==> config.mk <==
export PLATFORM = sky130hd
export DESIGN_NAME = branch_redirect_ctrl
export DESIGN_NICKNAME = d
export VERILOG_FILES = /design/src/rtl/branch_redirect_ctrl_pkg.sv /design/src/rtl/branch_redirect_ctrl_sat_counter.sv /design/src/rtl/branch_redirect_ctrl.sv
export SDC_FILE = /design/constraint.sdc
export NUM_CORES = 1
export LEC_CHECK = 0
export ABC_AREA = 1
export BUFFER_PORTS_ARGS = -buffer_cell sky130_fd_sc_hd__buf_2
export CAP_MARGIN = 20
export CORE_MARGIN = 2
export CORE_UTILIZATION = 40
export CTS_CLUSTER_DIAMETER = 150
export DETAILED_ROUTE_END_ITERATION = 12
export SYNTH_ARGS = -nofsm -noshare
export SYNTH_HDL_FRONTEND = slang
export SYNTH_SLANG_ARGS = --single-unit
==> constraint.sdc <==
create_clock -name clk -period 2.9 [get_ports clk]
set_input_delay 0.29 -clock clk [delete_from_list [all_inputs] [get_ports clk]]
set_output_delay 0.29 -clock clk [all_outputs]
set_load 0.01 [all_outputs]
==> src/rtl/branch_redirect_ctrl_pkg.sv <==
// Shared definitions for the branch redirect controller and the PC / IF-ID stages.
package branch_redirect_ctrl_pkg;

  localparam int unsigned DEF_ADDR_W = 32;
  localparam int unsigned DEF_CNT_W  = 16;

  typedef enum logic {
    ST_IDLE     = 1'b0,
    ST_REDIRECT = 1'b1
  } state_t;

endpackage

==> src/rtl/branch_redirect_ctrl_sat_counter.sv <==
// Saturating up-counter with synchronous clear; holds at all-ones instead of wrapping.
module sat_counter #(
  parameter int unsigned W = 16
) (
  input  logic         clk,
  input  logic         reset_n,
  input  logic         inc,
  input  logic         clear,
  output logic [W-1:0] count
);

  always_ff @(posedge clk or negedge reset_n) begin
    if (!reset_n) begin
      count <= '0;
    end else if (clear) begin
      count <= '0;
    end else if (inc && (count != '1)) begin
      count <= count + 1'b1;
    end
  end

endmodule

==> src/rtl/branch_redirect_ctrl.sv <==
// Turns the ID-stage branch/jump decision into PC-source select, redirect target and
// IF/ID squash, honouring hazard stalls and the delay-slot model; keeps branch statistics.
module branch_redirect_ctrl
  import branch_redirect_ctrl_pkg::*;
#(
  parameter int unsigned ADDR_W     = DEF_ADDR_W,
  parameter int unsigned DELAY_SLOT = 1,
  parameter int unsigned CNT_W      = DEF_CNT_W
) (
  input  logic              clk,
  input  logic              reset_n,
  input  logic              ID_branch_instr,
  input  logic              branch_out,
  input  logic              jump_instr,
  input  logic [ADDR_W-1:0] target_addr,
  input  logic              stall,
  output logic              pc_src,
  output logic [ADDR_W-1:0] pc_target,
  output logic              flush_if,
  output logic              busy,
  output logic              ds_branch_err,
  output logic [CNT_W-1:0]  branch_cnt,
  output logic [CNT_W-1:0]  taken_cnt
);

  localparam logic SQUASH_ON_TAKEN = (DELAY_SLOT == 0);
  localparam logic CHECK_DS        = (DELAY_SLOT != 0);

  state_t state;
  logic   ctrl_xfer;
  logic   decide;
  logic   taken;
  logic   ds_hit;

  // A jump wins over a simultaneous conditional branch, so jump alone forces taken.
  always_comb begin
    ctrl_xfer = ID_branch_instr | jump_instr;
    taken     = jump_instr | (ID_branch_instr & branch_out);
    decide    = (state == ST_IDLE) && !stall && ctrl_xfer;
    ds_hit    = CHECK_DS && (state == ST_REDIRECT) && ctrl_xfer;
  end

  always_ff @(posedge clk or negedge reset_n) begin
    if (!reset_n) begin
      state         <= ST_IDLE;
      pc_src        <= 1'b0;
      flush_if      <= 1'b0;
      busy          <= 1'b0;
      pc_target     <= '0;
      ds_branch_err <= 1'b0;
    end else begin
      if (ds_hit) begin
        ds_branch_err <= 1'b1;
      end
      case (state)
        ST_IDLE: begin
          if (decide && taken) begin
            state     <= ST_REDIRECT;
            pc_target <= target_addr;
            pc_src    <= 1'b1;
            busy      <= 1'b1;
            flush_if  <= SQUASH_ON_TAKEN;
          end
        end
        ST_REDIRECT: begin
          // Outputs hold while stalled so the PC/IF-ID registers see them once unfrozen.
          if (!stall) begin
            state    <= ST_IDLE;
            pc_src   <= 1'b0;
            busy     <= 1'b0;
            flush_if <= 1'b0;
          end
        end
        default: begin
          state    <= ST_IDLE;
          pc_src   <= 1'b0;
          busy     <= 1'b0;
          flush_if <= 1'b0;
        end
      endcase
    end
  end

  sat_counter #(.W(CNT_W)) u_branch_cnt (
    .clk     (clk),
    .reset_n (reset_n),
    .inc     (decide),
    .clear   (1'b0),
    .count   (branch_cnt)
  );

  sat_counter #(.W(CNT_W)) u_taken_cnt (
    .clk     (clk),
    .reset_n (reset_n),
    .inc     (decide & taken),
    .clear   (1'b0),
    .count   (taken_cnt)
  );

endmodule

==> Implementation_results.wiki <==
{| class="wikitable"
! Metric !! Value
|-
| DRT antenna net count || 0
|-
| Largest net degree at the start of global routing || 38
|-
| Pwr Density || roughly 630 nW/um^2
|-
| Resized cells post-CTS || 0
|-
| Kind of end point of the critical path || flip-flop
|-
| Cts-stage hold buffer count || 0
|-
| Uppermost layer routed || met4
|-
| Post-CTS repair timing setup buffer count || 0
|-
| CTS Root Buffer Type || clkbuf_8
|-
| Post-layout util || between 50% and 60%
|-
| Post-Synthesis Net Count || 500
|-
| Via count || 3147
|-
| Worst-case headroom to the max-slew limit || 41.3%
|-
| Met3 WL || 602 microns
|-
| # IOs || 106
|-
| Global placement routability congestion || just over 0.8
|-
| Port buffer count || 104
|-
| Pre-CTS setup slack || 0.849 ns
|-
| Number of iterations in the first detailed-routing pass || 4
|-
| Most frequently used flop master after synthesis || dfrtp_1
|-
| Core area || slightly above 8000 sq um
|-
| Count of yosys warnings during synthesis || 0
|-
| Top-count cell post-synth || nand2_1
|-
| Via-per-instance ratio || between 4 and 5
|-
| Main area contributors after synthesis || dfrtp_1 49%, nand2_1 26%, nor2_1 3.8%
|-
| Aggregate routed wire length || 8.07 mm
|-
| Most frequent cells after synthesis || 241 x nand2_1, 67 x dfrtp_1, 35 x nor2_1
|-
| Global route total overflow || 0
|-
| Ratio of cells with drive above 1 in the final layout || 24.4%
|-
| Width of the die || 96.4 microns
|-
| Die outline height || roughly 96 microns
|-
| Post-synth ARST share || 100%
|-
| Cell area after layout || between 4000 and 5000 sq um
|-
| Placed instance count || about 660
|-
| Area of the die || 9290 sq um
|-
| Number of antenna violations at the first check in global routing || 0
|-
| Sequential cell area || 1680 sq um
|-
| Final cell count without fillers || approximately 670
|-
| Data arrival time of the worst path || 2.20 ns
|-
| Iteration-0 DRC Markers || 137
|-
| Gate Count Post-Synth || 460
|-
| DRC violation count after routing || 0
|-
| Count of maximum capacitance violations || 0
|-
| Total of fill cells in the finished design || ~810
|-
| Number of pins with negative max-slew slack in the final report || 0
|-
| Number of flops mapped to enable cells by yosys || 0
|-
| Setup crit start kind || flip-flop
|-
| Clock period minus final worst setup slack || between 2 and 2.5 ns
|-
| Pin slew with the least headroom to its limit || approximately 0.88 ns
|-
| Count of endpoints failing hold in the final timing report || 0
|-
| First-pass GRT wire length || 13.7 mm
|-
| Worst-case vdd ir drop || 0.282 mV
|-
| Maximum net fanout on the critical path || 13
|-
| Sequential-to-total area share from yosys stat || 49.1%
|-
| Library cell occupying the most area in the post-synthesis netlist || dfrtp_1
|-
| Top cell type's share of synthesized area || 49.1%
|-
| Worst Setup Slack, final || 0.894 ns
|-
| Portion of the clock cycle consumed by the worst path in the final layout || around 70%
|-
| Starting density of the core || between 40% and 50%
|-
| Accumulated negative setup slack || 0 ns
|-
| Insertion delay of the later-clocked pin in the worst-skew pair || roughly 0.34 ns
|-
| Max Clock Skew || 0.00897 ns
|-
| Antenna diode count || 0
|-
| Number of library cell types mapped by synthesis || 25
|-
| Clock tree from TritonCTS || yes
|-
| Detailed-route wire length per cell || between 10 and 15 microns
|-
| RSZ-0062 raised after global routing || no
|-
| Lkg Pwr || 2.30 nW
|-
| NumNets Final || just over 600
|-
| Instance area at placement || 4000 sq um
|-
| Setup Crit Path Kind || reg -> reg
|-
| Clock-pin slew on the worst setup and hold paths || 0.08 ns
|-
| Post-detailed-placement half-perimeter wirelength || 5.90 mm
|-
| Peak Freq || between 0.4 and 0.5 GHz
|-
| Number of global-route vias before repair || 3049
|-
| Metal2 WL || 3.75 mm
|-
| Cts bufs inserted || 9
|-
| TritonCTS sink count || between 60 and 70
|-
| Routed length on met1 || about 3.7 mm
|-
| Footprint of the multi-input gates || 1520 sq um
|-
| Maximum level of the CTS H-tree || 3
|-
| Post-Synthesis Mean Instance Area || 7.42 sq um
|-
| Worst path required time || roughly 3 ns
|-
| Layout area overhead || 21.8%
|-
| Flops & latches, synth || 67
|-
| Hold Path Class || in -> async
|-
| Max Buffers Root-to-Sink || 2
|-
| Count of standard-cell rows || 33
|-
| GR Util All Layers || 19.1%
|-
| Result of the run || complete, no violations
|-
| Post-Synthesis Cell Area || roughly 3400 sq um
|-
| Total setup violations reported at the end of the flow || 0
|}
[final cells by class]
type	count	share of cell area, %
clock inverter	6	0.812
inverter	34	3.07
tap	105	3.16
multi-input combinational	347	36.5
sequential	67	40.3
timing repair buffer	106	13.2
clock buffer	9	2.98
[stage by stage]
stage,total power [mW],hold WS (ns)
after floorplan,1.67,-0.00559
after global placement,1.97,0.407
after detailed placement,1.98,0.407
after CTS,2.64,0.0321
after global routing,2.80,0.0769
final,2.60,0.0267
[cells in the final DEF (no fill, tap or decap), types with 5 or more instances in the layout]
cell type	instances
nor2_1	35
nor2_2	5
nand2_1	241
buf_2	104
o21ai_0	5
inv_1	31
nand4_1	13
dfrtp_1	67
clkbuf_8	9
nand3_1	19
clkinv_2	5
[flip-flops by register name (all words and copies together) (netlist names)]
| signal | count |
|---|---|
| u_taken_cnt.count | 16 |
| ds_branch_err | 1 |
| busy | 1 |
| u_branch_cnt.count | 16 |
| pc_target | 32 |
| state | 1 |
[worst max-delay path, cell delays in order (launching register included)]
cell and delay, ns:
dfrtp_1 0.45, ha_1 0.28, nand3_1 0.13, inv_1 0.06
nand2_1 0.07, nor2_2 0.05, nor2_1 0.66, o21ai_0 0.16
[power breakdown]
group | switching [mW] | internal (mW) | total, mW | leakage, nW
clock network | 0.349 | 0.299 | 0.648 | 0.0884
logic | 0.389 | 0.275 | 0.665 | 1.35
registers | 0.179 | 1.11 | 1.29 | 0.862
[worst paths after layout]
check,depth (start not counted),end,slack (ns),from
hold reg to reg,2,pc_target[30],0.47,pc_target[30]
max in group asynchronous,2,pc_target[5],2.21,reset_n
setup / recovery,7,u_branch_cnt.count[7],0.89,u_branch_cnt.count[0]
min in group clk,3,pc_target[28],0.14,target_addr[28]
setup reg to reg,7,u_branch_cnt.count[7],0.89,u_branch_cnt.count[0]
hold / removal,1,u_branch_cnt.count[4],0.03,reset_n
[cells by family after synthesis]
| group | share of synthesized area, % |
|---|---|
| adder cells (fa/ha/maj) | 0.733 |
| XOR/XNOR | 2.05 |
| other | 0.110 |
| flip-flops | 49.1 |
| buffers and inverters | 6.41 |
| AO/OA/AOI/OAI | 2.16 |
| AND/OR/NAND/NOR | 39.4 |
[per-layer routing]
layer	vias to the layer above	track usage, %
li1	1630	-
met2	89	30.7
met1	1424	24.6
met5	-	0
met3	4	4.65
met4	0	8.45
No activity file was read; power rests on OpenSTA's default activity.
